`config.mk`:
```
export PLATFORM = sky130hd
export DESIGN_NAME = mem_arbiter
export DESIGN_NICKNAME = d
export VERILOG_FILES = /design/src/rtl/mem_arbiter.sv
export SDC_FILE = /design/constraint.sdc
export NUM_CORES = 1
export LEC_CHECK = 0
export ABC_AREA = 1
export BUFFER_PORTS_ARGS = -buffer_cell sky130_fd_sc_hd__buf_2
export CAP_MARGIN = 20
export CORE_AREA = 2 2 357 359
export DETAILED_ROUTE_END_ITERATION = 16
export DIE_AREA = 0 0 359 361
export PLACE_DENSITY_LB_ADDON = 0.05
export SLEW_MARGIN = 20
export SYNTH_ARGS = -nofsm -noshare
export SYNTH_HDL_FRONTEND = slang
export SYNTH_SLANG_ARGS = --single-unit
```
`constraint.sdc`:
```
create_clock -name clk -period 1.2 [get_ports clk]
set_clock_uncertainty 0.2 [all_clocks]
set_input_delay 0.06 -clock clk [delete_from_list [all_inputs] [get_ports clk]]
set_output_delay 0.06 -clock clk [all_outputs]
set_load 0.02 [all_outputs]
```
`src/rtl/mem_arbiter.sv`:
```
// Two-port round-robin arbiter in front of the single memory port.
// The instruction cache is port 0 (i) and the data cache is port 1 (d).
// A read keeps the grant until all response beats are back. A write keeps it until its data is accepted.
module mem_arbiter #(
  parameter int ADDR_BITS  = 28,
  parameter int DATA_BITS  = 128,
  parameter int RESP_BEATS = 4
) (
  input  logic                   clk,
  input  logic                   reset,
  input  logic                   i_req_valid,
  output logic                   i_req_ready,
  input  logic [ADDR_BITS-1:0]   i_req_addr,
  input  logic                   i_req_rw,
  input  logic                   i_data_valid,
  output logic                   i_data_ready,
  input  logic [DATA_BITS-1:0]   i_data_bits,
  input  logic [DATA_BITS/8-1:0] i_data_mask,
  output logic                   i_resp_valid,
  output logic [DATA_BITS-1:0]   i_resp_data,
  input  logic                   d_req_valid,
  output logic                   d_req_ready,
  input  logic [ADDR_BITS-1:0]   d_req_addr,
  input  logic                   d_req_rw,
  input  logic                   d_data_valid,
  output logic                   d_data_ready,
  input  logic [DATA_BITS-1:0]   d_data_bits,
  input  logic [DATA_BITS/8-1:0] d_data_mask,
  output logic                   d_resp_valid,
  output logic [DATA_BITS-1:0]   d_resp_data,
  output logic                   mem_req_valid,
  input  logic                   mem_req_ready,
  output logic [ADDR_BITS-1:0]   mem_req_addr,
  output logic                   mem_req_rw,
  output logic                   mem_req_data_valid,
  input  logic                   mem_req_data_ready,
  output logic [DATA_BITS-1:0]   mem_req_data_bits,
  output logic [DATA_BITS/8-1:0] mem_req_data_mask,
  input  logic                   mem_resp_valid,
  input  logic [DATA_BITS-1:0]   mem_resp_data,
  output logic                   stray_resp
);
  localparam int BEAT_BITS = (RESP_BEATS > 1) ? $clog2(RESP_BEATS) : 1;
  localparam logic [BEAT_BITS-1:0] LAST_BEAT = BEAT_BITS'(RESP_BEATS - 1);

  typedef enum logic [1:0] {IDLE, GRANT, WAIT_DATA, WAIT_RESP} state_t;

  state_t               state;
  logic                 owner;
  logic                 last;
  logic [BEAT_BITS-1:0] beat;
  logic                 data_done;

  logic sel_req_valid, sel_data_valid, fwd_data, req_ok, data_ok, resp_ok;
  logic req_fire, data_fire, grant_owner;

  always_comb begin
    sel_req_valid      = owner ? d_req_valid  : i_req_valid;
    sel_data_valid     = owner ? d_data_valid : i_data_valid;
    mem_req_addr       = owner ? d_req_addr   : i_req_addr;
    mem_req_rw         = owner ? d_req_rw     : i_req_rw;
    mem_req_data_bits  = owner ? d_data_bits  : i_data_bits;
    mem_req_data_mask  = owner ? d_data_mask  : i_data_mask;
    // data_done keeps a beat that was accepted early in GRANT from being offered again
    fwd_data           = (state == GRANT && !data_done) || state == WAIT_DATA;
    mem_req_valid      = (state == GRANT) && sel_req_valid;
    mem_req_data_valid = fwd_data && sel_data_valid;
    req_ok             = (state == GRANT) && mem_req_ready;
    data_ok            = fwd_data && mem_req_data_ready;
    resp_ok            = (state == WAIT_RESP) && mem_resp_valid;
    i_req_ready        = req_ok  && !owner;
    d_req_ready        = req_ok  &&  owner;
    i_data_ready       = data_ok && !owner;
    d_data_ready       = data_ok &&  owner;
    i_resp_valid       = resp_ok && !owner;
    d_resp_valid       = resp_ok &&  owner;
    i_resp_data        = mem_resp_data;
    d_resp_data        = mem_resp_data;
    req_fire           = mem_req_valid && mem_req_ready;
    data_fire          = mem_req_data_valid && mem_req_data_ready;
    grant_owner        = (i_req_valid && d_req_valid) ? !last : d_req_valid;
  end

  always_ff @(posedge clk) begin
    if (reset) begin
      state      <= IDLE;
      owner      <= 1'b0;
      last       <= 1'b1;
      beat       <= '0;
      data_done  <= 1'b0;
      stray_resp <= 1'b0;
    end else begin
      if (mem_resp_valid && state != WAIT_RESP) stray_resp <= 1'b1;
      case (state)
        IDLE: if (i_req_valid || d_req_valid) begin
          owner     <= grant_owner;
          last      <= grant_owner;
          data_done <= 1'b0;
          state     <= GRANT;
        end
        GRANT: begin
          if (req_fire) begin
            data_done <= 1'b0;
            if (!mem_req_rw) begin
              beat  <= '0;
              state <= WAIT_RESP;
            end else begin
              state <= (data_fire || data_done) ? IDLE : WAIT_DATA;
            end
          end else if (data_fire) begin
            data_done <= 1'b1;
          end
        end
        WAIT_DATA: if (data_fire) state <= IDLE;
        WAIT_RESP: if (mem_resp_valid) begin
          beat <= (beat == LAST_BEAT) ? '0 : beat + 1'b1;
          if (beat == LAST_BEAT) state <= IDLE;
        end
        default: state <= IDLE;
      endcase
    end
  end
endmodule
```
Word-level counts from Yosys, hierarchy flattened --
Index checks and enable logic that the tools add are counted.
Storage, ports and cells: bits in registers 8, input bits 483, output and inout bits 438, logic and storage cells 72
Operators by class: add/sub/neg operators 1, eq/ne operators 12, muxes and demuxes 24, reductions and logical operators 29
Operators with widths (number):
- $mux W128 | 1
- $mux W28 | 1
- $mux W2 | 11
- $logic_and A1 B1 Y1 | 16
- $mux W16 | 1
- $ne A2 B2 Y1 const B | 6
- $pmux W2 S4 | 1
- $mux W1 | 7
- $eq A2 B2 Y1 const B | 3
- $reduce_and A5 Y1 | 1
- $pmux W2 S2 | 1
- $reduce_and A4 Y1 | 1
- $reduce_bool A2 Y1 | 2
- $logic_not A1 Y1 | 3
- $logic_or A1 B1 Y1 | 3
- $ne A3 B3 Y1 const B | 1
- $reduce_and A3 Y1 | 1
- $add A2 B1 Y2 const B | 1
- $eq A2 B1 Y1 const B | 1
- $logic_not A2 Y1 | 1
- $ne A2 B1 Y1 const B | 1
- $pmux W1 S2 | 1
- $reduce_and A2 Y1 | 1

Logic depth before layout (Yosys ltp) --
depth in word-level cells 10, mapped depth 10, gate-level depth less buffers 9

Worst setup path before layout --
OpenSTA, ideal clock, no wires.
path type flip-flop to output port, start register owner, end output port d_req_ready, data arrival time 1.131 ns, data required time 0.940 ns, path slack -0.191 ns, stages on the path, launching flop included 5, buffers on the path 2, path through dfxtp_1 buf_6 inv_4 buf_2 nor3_1
Between the ends: cells in the longest elaborated chain, start to end 1
RTL lines:
- start, declared | line 49 | logic owner;
- start signal, assigned | line 96 | owner <= grant_owner;
- $logic_and A1 B1 Y1 | line 72 | d_req_ready = req_ok && owner;
- end, declared | line 22 | output logic d_req_ready,
Every way passes these cells.

Worst setup path in the final report --
start register owner, end output port mem_req_data_bits[104]
Between the ends: cells in the longest elaborated chain, start to end 1
RTL lines:
- $mux W128 | line 62 | mem_req_data_bits = owner ? d_data_bits : i_data_bits;
- end, declared | line 37 | output logic [DATA_BITS-1:0] mem_req_data_bits,
Every way passes these cells.

==> run summary <==
Number of top-level design ports: 921
Clock root buffer: sky130_fd_sc_hd__clkbuf_16
Worst reg2reg path depth: 9
Highest-count cells in the layout ignoring fill and taps: 464 x sky130_fd_sc_hd__buf_2, 360 x sky130_fd_sc_hd__nand2_1, 172 x sky130_fd_sc_hd__nand2_2, 131 x sky130_fd_sc_hd__dlygate4sd3_1, 67 x sky130_fd_sc_hd__buf_4
Share of synthesized area occupied by flip-flops and latches: 0.0349
Total routing resource utilization after global routing: 0.0567
Area growth, synth to finish: 130%
Most used routing layer in global routing: met2
Core Footprint: 0.125 mm²
# placed instances: 2855
Post-DRT Antenna Nets: 0
Sinks on the clock net: 8
Hold Path Class: in -> reg
Final cycle utilization of the critical path: 1.43
Number of clock buffers inserted by TritonCTS: 3
Critical Path RT: 0.94 ns
Detailed-route wire length per cell: 13.3 µm
Initial antenna violation count: 30
Count of unique library cells instantiated by Yosys: 22
Most frequent standard cell in the layout excluding fill and tap cells: sky130_fd_sc_hd__buf_2
RSZ-0062 raised after global routing: true
Instance area after placement: 0.00824 mm²
Post-DP HPWL: 33400 µm
Maximum clock frequency: 582 MHz
Ratio of cells with drive above 1 in the final layout: 0.610
Global-route track usage on met2: 0.108
Worst-Skew Late Latency: 0.24 ns
Violations in the final reports: setup timing
Crit end category: output pin
Met3 track demand over resource: 0.0321
Vias in the first global route: 7229
Measured slew at the worst slew-check pin: 0.752 ns
GR Layer Usage met1: 0.0535
Hold path depth: 4
Layout Cells excl Fill: 3008
Finished Cell Area: 0.0105 mm²
Starting utilization of the core area: 0.0366
Routed WL: 39900 µm
Count of buffers from port buffering: 536
Category of the worst setup path launch point: flop
Largest net degree at the start of global routing: 23
Max-cap check violation count: 0
Grt total ovfl: 0
Final setup violating endpoints: 190
Final Worst Setup Slack: -0.519 ns
Relative slew slack: 0.497
Routed via count divided by cell count: 2.29
Clock period minus worst slack: 1.72 ns
Site row count: 130
Register bit total from synthesis: 8
Mean instance size in the synthesized netlist: 5.11 µm²
Power per cell area: 1090 mW/mm²
Total via count in the routed design: 6897
Synthesized netlist net count: 1382
DRC violation total after the first TritonRoute iteration: 139
Drt first pass iters: 4
Data arrival time of the worst path: 1.46 ns
Number of slew-limit violations in the final report: 0
Largest voltage drop on the vdd net: 0.000483 V
CP max FO: 14
Horiz. Die Dim: 359 µm
H-tree depth reported by CTS: 1
Net total in the final layout: 1836
Total die area: 0.130 mm²
Post-synth design cell area: 0.00459 mm²
RePlAce Congestion: 0.726
DRC violation count after routing: 0
Kind of critical path: reg -> out
Die height: 361 µm
Fill cell count: 14904
TritonCTS clock tree: yes
Total of warnings raised by yosys: 0
Global-route wire length before repair: 53000 µm
End-of-flow core utilization: 0.0841
Hold Violations, Final: 0
Clock input transition at the sequential cells of the worst setup and hold paths: 0.04 ns
Result of the run: finished with violations
Largest buffer count on any clock path: 2
Leakage power total: 5.14 nW
Synthesized netlist cell count: 898
## routing by layer
layer	wire length (µm)	up-vias
met5	247	-
met4	605	36
met3	5010	55
met2	20800	484
met1	13200	2982
li1	-	3340
## cells in the mapped netlist, drive strengths merged
cell    number  share of area
nand4        1         0.0014
ha           1         0.0027
o21ai        4         0.0044
a21oi        9          0.011
inv         11         0.0095
nor2        13          0.013
dfxtp        8          0.035
nand3        8          0.011
buf        289           0.46
clkbuf       6         0.0049
nand2      545           0.45
nor3         3         0.0033
## power by group
group	total, mW	internal, mW	switching [mW]
Sequential	0.450	0.346	0.104
Combinational	10.4	4.21	6.22
Clock	0.604	0.446	0.158
## what timing repair did
item | in CTS | in global routing
endpoints found under the setup margin | 189 | 201
gates cloned | 3 | 1
pin swaps | 2 | 19
hold buffers | 131 | 0
hold endpoints to repair | 261 | 0
resized for setup | 80 | 139
buffers inserted | 6 | 1
## final timing paths
path	start	end	slack, ns
worst max-delay path	owner$_SDFFE_PP0P_	mem_req_data_bits[104]	-0.52
worst min-delay path	i_req_valid	last$_SDFFE_PP1P_	0.04
worst max register to register	owner$_SDFFE_PP0P_	state[0]$_SDFFE_PP0P_	-0.41
worst min register to register	last$_SDFFE_PP1P_	last$_SDFFE_PP1P_	0.26
## sequential cells by signal, indices dropped and copies added, names as in the netlist
signal and flops:
state 2, beat 2, stray_resp 1, last 1, data_done 1, owner 1
## cell families (layout without fill, tap and decap cells)
| family | count (synthesis) | count (layout) | synth area share |
|---|---|---|---|
| DFF | 8 | 8 | 0.0349 |
| other | 0 | 7 | 0 |
| and+or+nand+nor | 570 | 570 | 0.477 |
| AOI/OAI and AO/OA | 13 | 13 | 0.0150 |
| buffers and inverters | 306 | 759 | 0.471 |
| adders and majority gates | 1 | 1 | 0.00273 |
## stage by stage
stage | power, mW | setup slack [ns] | setup TNS (ns) | hold slack [ns]
after floorplan | 5.96 | -0.0930 | -7.00 | -0.0783
after global placement | 8.77 | -0.404 | -48.25 | -0.0798
after detailed placement | 8.57 | -0.389 | -49.15 | -0.0798
after CTS | 11.1 | -0.575 | -95.19 | 0.0425
after global routing | 12.5 | -0.609 | -101.81 | 0.0921
final | 11.5 | -0.519 | -82.73 | 0.0393
## critical path, cell delays in order (launching register included)
cell and delay [ns]:
sky130_fd_sc_hd__dfxtp_4 0.41, sky130_fd_sc_hd__buf_12 0.12, sky130_fd_sc_hd__buf_16 0.17, sky130_fd_sc_hd__buf_16 0.18
sky130_fd_sc_hd__nand2_1 0.08, sky130_fd_sc_hd__nand2_2 0.08, sky130_fd_sc_hd__buf_4 0.14
## cell type report
class,instances,area (µm²),area share
Timing Repair Buffer,744,5290,0.501
Clock buffer,4,78.8,0.00747
Inverter,11,53.8,0.00510
Tap cell,1650,2060,0.196
Sequential cell,8,171,0.0162
Multi-Input combinational cell,584,2880,0.273
Antenna cell,7,17.5,0.00166
Note: power is estimated with default switching activity, not from simulation.
